[src/rtl/mod_pkg.sv]
// rtl/mod_pkg.sv - shared state encoding and default sizing for the modulator sequencer
//
// Purpose: state encoding, state width and default parameter values shared by
//          mod_sequencer and its sub-modules.
// Ports:   none (package).

package mod_pkg;

  localparam int ST_W          = 2;
  localparam int NB_COUNT_DEF  = 3;
  localparam int N_TAPS_DEF    = 24;
  localparam int NB_TAPCNT_DEF = 5;

  // The encoding is visible on o_state (debug LEDs), so values are fixed.
  typedef enum logic [ST_W-1:0] {
    ST_IDLE  = 2'd0,
    ST_FLUSH = 2'd1,
    ST_RUN   = 2'd2,
    ST_DRAIN = 2'd3
  } state_t;

  function automatic logic st_busy(input state_t s);
    return (s != ST_IDLE);
  endfunction

endpackage

[src/rtl/mod_sequencer_sym_timer.sv]
// rtl/mod_sequencer_sym_timer.sv - oversampling phase counter and symbol strobe
//
// Purpose: counts clocks within a symbol (2**NB_COUNT clocks per symbol) and
//          emits a one-clock strobe on the last phase of every symbol.
// Ports:
//   clock    in   system clock
//   i_reset  in   synchronous reset, active-low
//   i_run    in   counter runs while high, held at 0 while low
//   o_valid  out  symbol strobe (i_run && phase is all ones)
//   o_phase  out  current phase

module sym_timer #(
  parameter int NB_COUNT = 3
) (
  input  logic                clock,
  input  logic                i_reset,
  input  logic                i_run,
  output logic                o_valid,
  output logic [NB_COUNT-1:0] o_phase
);

  logic [NB_COUNT-1:0] phase;

  // Phase is cleared whenever the sequencer is idle so the first strobe of a
  // new run always lands exactly 2**NB_COUNT clocks after the start.
  always_ff @(posedge clock) begin
    if (!i_reset) begin
      phase <= '0;
    end else if (!i_run) begin
      phase <= '0;
    end else begin
      phase <= phase + NB_COUNT'(1);
    end
  end

  // The strobe is gated by i_run: after an abort the phase may still be
  // non-zero for one idle clock and must not produce a strobe.
  assign o_valid = i_run && (phase == {NB_COUNT{1'b1}});
  assign o_phase = phase;

endmodule

[src/rtl/mod_sequencer.sv]
// rtl/mod_sequencer.sv - run-time controller for the PRBS -> FIR modulator datapath
//
// Purpose: generates the symbol strobe, flushes the FIR with zero symbols
//          before releasing PRBS data, drains the FIR tail on stop and
//          returns to idle with a one-clock done pulse.
// Ports:
//   clock          in   system clock
//   i_reset        in   synchronous reset, active-low
//   i_start        in   start level, only looked at in IDLE
//   i_stop         in   stop/abort level
//   o_valid        out  symbol strobe, 1 clock per symbol
//   o_prbs_enable  out  PRBS advance enable
//   o_fir_enable   out  FIR shift enable
//   o_fir_zero     out  force FIR input to zero (flush/drain)
//   o_out_valid    out  FIR output meaningful on this strobe
//   o_busy         out  state != IDLE
//   o_done         out  registered pulse after drain completes
//   o_state        out  current state encoding

module mod_sequencer
  import mod_pkg::*;
#(
  parameter int NB_COUNT  = NB_COUNT_DEF,
  parameter int N_TAPS    = N_TAPS_DEF,
  parameter int NB_TAPCNT = NB_TAPCNT_DEF
) (
  input  logic            clock,
  input  logic            i_reset,
  input  logic            i_start,
  input  logic            i_stop,
  output logic            o_valid,
  output logic            o_prbs_enable,
  output logic            o_fir_enable,
  output logic            o_fir_zero,
  output logic            o_out_valid,
  output logic            o_busy,
  output logic            o_done,
  output logic [ST_W-1:0] o_state
);

  // Flush pushes N_TAPS zero symbols. Drain needs one fewer strobe because
  // the strobe that leaves RUN is itself still a RUN symbol.
  localparam logic [NB_TAPCNT-1:0] TAP_FLUSH_LAST = NB_TAPCNT'(N_TAPS - 1);
  localparam logic [NB_TAPCNT-1:0] TAP_DRAIN_LAST = NB_TAPCNT'(N_TAPS - 2);

  state_t               state_q, state_d;
  logic [NB_TAPCNT-1:0] tap_q, tap_d;
  logic                 pend_q, pend_d;
  logic                 done_q, done_d;

  logic                 sym_valid;
  logic [NB_COUNT-1:0]  phase;

  logic                 prbs_en, fir_en, fir_zero, out_valid;

  sym_timer #(
    .NB_COUNT (NB_COUNT)
  ) u_sym_timer (
    .clock   (clock),
    .i_reset (i_reset),
    .i_run   (st_busy(state_q)),
    .o_valid (sym_valid),
    .o_phase (phase)
  );

  always_ff @(posedge clock) begin
    if (!i_reset) begin
      state_q <= ST_IDLE;
      tap_q   <= '0;
      pend_q  <= 1'b0;
      done_q  <= 1'b0;
    end else begin
      state_q <= state_d;
      tap_q   <= tap_d;
      pend_q  <= pend_d;
      done_q  <= done_d;
    end
  end

  always_comb begin
    state_d   = state_q;
    tap_d     = tap_q;
    pend_d    = pend_q;
    done_d    = 1'b0;
    prbs_en   = 1'b0;
    fir_en    = 1'b0;
    fir_zero  = 1'b0;
    out_valid = 1'b0;

    case (state_q)
      ST_IDLE: begin
        // Stop wins over a simultaneous start.
        if (i_start && !i_stop) begin
          state_d = ST_FLUSH;
          tap_d   = '0;
        end
      end

      ST_FLUSH: begin
        fir_en   = 1'b1;
        fir_zero = 1'b1;
        // Abort: nothing meaningful has left the FIR yet, so no done pulse.
        if (i_stop) begin
          state_d = ST_IDLE;
        end else if (sym_valid) begin
          if (tap_q == TAP_FLUSH_LAST) begin
            state_d = ST_RUN;
            tap_d   = '0;
          end else begin
            tap_d = tap_q + NB_TAPCNT'(1);
          end
        end
      end

      ST_RUN: begin
        prbs_en   = 1'b1;
        fir_en    = 1'b1;
        out_valid = sym_valid;
        // A stop request is held until the symbol boundary so the symbol in
        // flight completes as a normal data symbol.
        pend_d    = pend_q | i_stop;
        if (sym_valid && (pend_q || i_stop)) begin
          state_d = ST_DRAIN;
          tap_d   = '0;
          pend_d  = 1'b0;
        end
      end

      ST_DRAIN: begin
        fir_en    = 1'b1;
        fir_zero  = 1'b1;
        out_valid = sym_valid;
        if (sym_valid) begin
          if (tap_q == TAP_DRAIN_LAST) begin
            state_d = ST_IDLE;
            done_d  = 1'b1;
          end else begin
            tap_d = tap_q + NB_TAPCNT'(1);
          end
        end
      end

      default: begin
        state_d = ST_IDLE;
      end
    endcase
  end

  // Every idle clock clears the phase, so the following clock starts at 0.
  a_idle_clears_phase : assert property (
    @(posedge clock) disable iff (!i_reset)
    (state_q == ST_IDLE) |=> (phase == '0)
  );

  assign o_valid       = sym_valid;
  assign o_prbs_enable = prbs_en;
  assign o_fir_enable  = fir_en;
  assign o_fir_zero    = fir_zero;
  assign o_out_valid   = out_valid;
  assign o_busy        = st_busy(state_q);
  assign o_done        = done_q;
  assign o_state       = state_q;

endmodule

[config.mk]
export PLATFORM = sky130hd
export DESIGN_NAME = mod_sequencer
export DESIGN_NICKNAME = d
export VERILOG_FILES = /design/src/rtl/mod_pkg.sv /design/src/rtl/mod_sequencer_sym_timer.sv /design/src/rtl/mod_sequencer.sv
export SDC_FILE = /design/constraint.sdc
export NUM_CORES = 1
export LEC_CHECK = 0
export BUFFER_PORTS_ARGS = -buffer_cell sky130_fd_sc_hd__buf_2
export CAP_MARGIN = 20
export CORE_MARGIN = 2
export CORE_UTILIZATION = 47
export CTS_CLUSTER_SIZE = 10
export DETAILED_ROUTE_END_ITERATION = 6
export GPL_ROUTABILITY_DRIVEN = 0
export PLACE_DENSITY = 0.83
export SLEW_MARGIN = 20
export SYNTH_ARGS = -nofsm -noshare
export SYNTH_HDL_FRONTEND = slang
export SYNTH_HIERARCHICAL = 1
export SYNTH_SLANG_ARGS = --single-unit
[constraint.sdc]
create_clock -name clock -period 1.6 [get_ports clock]
set_input_delay 0 -clock clock [delete_from_list [all_inputs] [get_ports clock]]
set_output_delay 0 -clock clock [all_outputs]
set_load 0.01 [all_outputs]
==> impl_metrics.ini <==
[synthesis]
synthMuxAreaShare = 0
syn_area_per_cell_um2 = 9.393
synthDistinctLibCells = 32
yosysTopAreaCellShare = 0.3504
synthXorXnorAreaFrac = 0
synthAdderAreaFrac = 0.07299
synth.area.top_cells = dfxtp_1 (35%), ha_1 (7.3%), buf_6 (4.9%), a211oi_1 (3.3%), a21oi_1 (2.9%)
synthesis.nets = 81
synth_top_family_by_area = compound AO/OA/AOI/OAI gates
synthSimpleGateAreaFrac = 0.2427
synth_top_area_cell = dfxtp_1
synth-seq-area-share = 0.3504
yosys_warnings = 6
synth_compound_area_frac = 0.2500
ys_ff_latch = 12
synthesis.area_um2 = 685.7
syn_inst = 73

[floorplan]
core_area_um2 = 1334
start_util = 0.5141
die_y_um = 42.20
rows = 13
top_level_ports = 13
die_w_um = 42.20
die_area_um2 = 1780

[timing]
drv_slew = 0
rsz0062_at_grt = true
period_minus_slack_ps = 1725
worst_pin_slew_ps = 323.7
setup_violations = 7
worst_slack_ps = -125.4
period_share = 1.078
skew_ps = 7.754
maxSlewHeadroom = 0.7814
holdWs_ps = 52.03
fmax_ghz = 0.5796
final_hold_viol_count = 0

[clock_network]
htreeDepth = 1
cts_hold_buf = 0
cts_num_sinks = 12
clk_pin_slew_ps = 70
numCtsBuffers = 3
cts_tree = built
clock_path_buffers = 2
cts-root-buf = clkbuf_4
clk_latency_ps = 270

[status]
outcome = finished with violations
violations = negative setup slack

[power_and_ir_drop]
power_density_nw_per_um2 = 1214
ir_drop_v = 0.0007629
p_leak_nw = 0.3809
fin_total_pwr_mw = 1.127

[placement]
placed_area_um2 = 815.8
dp_hpwl_um = 1128
portBuffers = 12

[worst_hold_path]
hp-class = in -> reg

[critical_path]
cp.required_ps = 1760
start_kind = flip-flop
cp.arrival_ps = 1880
worst-path-max-fanout = 7
endpoint_kind = flip-flop
worstSetupPathType = reg -> reg

[global_route]
grtUsageTotal = 0.1832
grt_first_pass_wirelength_um = 2539
antenna_found_initial = 0
grt_max_degree = 12
grt_overflow = 0
grt_pass1_vias = 596

[routing]
drc_errors = 0
via_per_inst = 5.955
finalWirelength_um = 1619
vias = 661
drt-initial-drc-count = 16
wl_per_cell_um = 14.59
drt-pass1-iter-count = 4
ant_nets = 0

[finish]
drive_above_1_share = 0.4583
final_cell_mix = buf_2 (12), buf_4 (9), dfxtp_1 (7)
fin_nets = 105
diodes = 0
post-route-cell-area_um2 = 928.4
mostFrequentLayoutCell = buf_2
syn2layout_area_growth_pct = 35.40

[job]
cap_viol_max_count = 0
==> routing by layer <==
layer,vias to the layer above,global-route usage,share of wire
met5,-,0,0
met4,0,0.09375,0.022
met3,4,0.02586,0.062
met2,28,0.2862,0.44
met1,306,0.2428,0.48
li1,323,-,-
==> final timing paths <==
path	start	to	slack, ps	depth (start not counted)
worst max-delay path	u_sym_timer/o_phase[1]$_SDFF_PN0_	flip-flop	-130	8
worst min-delay path	i_reset	flip-flop	50	2
worst min register to register	tap_q[4]$_SDFFE_PN0P_	tap_q[4]$_SDFFE_PN0P_	510	2
worst max register to register	u_sym_timer/o_phase[1]$_SDFF_PN0_	flip-flop	-130	8
==> metrics by stage <==
step                      setup TNS (ps)  cells  utilization  worst slack (ps)
after CTS                         -369.3    110       0.6398            -100.3
after global placement            -98.78    106       0.6116            -49.74
after global routing               -1031    111       0.6961            -184.2
final                             -528.0    111       0.6961            -125.4
after floorplan                   -410.8     73            -            -184.5
after detailed placement          -343.6    106       0.6116            -102.5
==> critical path, stage by stage (launching register included) <==
cell	delay [ps]
dfxtp_2	350
ha_4	140
ha_4	110
and2_4	160
o31ai_4	80
o2bb2ai_4	150
buf_4	150
buf_6	120
o311a_4	360
==> flip-flops by register name, indices dropped and copies added, names as in the netlist, named ones only <==
name / cells
o_done: 1
u_sym_timer/o_phase: 3
tap_q: 5
o_state: 1
pend_q: 1
==> power breakdown <==
group          leakage (nW)  total, mW  internal (mW)  switching (mW)
combinational         0.260      0.524          0.253           0.270
clock                0.0210      0.239          0.138           0.101
sequential           0.0995      0.365          0.337          0.0275
==> area by class of cell <==
type	instances	area, um^2
clock buffers	4	36.28
fillers	100	405.4
inverters	4	15.01
multi-input cells	53	452.9
flip-flops and latches	12	246.5
well taps	15	18.77
repair buffers	23	158.9
==> what timing repair did <==
action | 4_1_cts | 5_1_grt
setup buffers | 0 | 1
pin swaps | 1 | 5
gates resized for setup | 1 | 11
setup endpoints to repair | 7 | 8
==> cell families after synthesis <==
family / Yosys count
AO/OA/AOI/OAI: 21
buffers and inverters: 8
AND/OR/NAND/NOR: 28
adder cells (fa/ha/maj): 4
flip-flops: 12
==> synthesized netlist by cell type, drive strengths merged <==
cell type,number
o41ai,1
nand4b,2
nand3,3
nor4,1
a211oi,3
inv,4
a221oi,1
o31a,1
o2bb2ai,1
or3,2
o21a,2
nand2,5
and3,2
dlygate4sd1,1
and2,2
nor2,3
dfxtp,12
or2,3
ha,4
buf,3
and2b,2
o32ai,2
o311a,1
and3b,1
o311ai,1
o31ai,1
o21ai,3
or4,2
a21oi,4
Power figures use the tool's default switching activity.
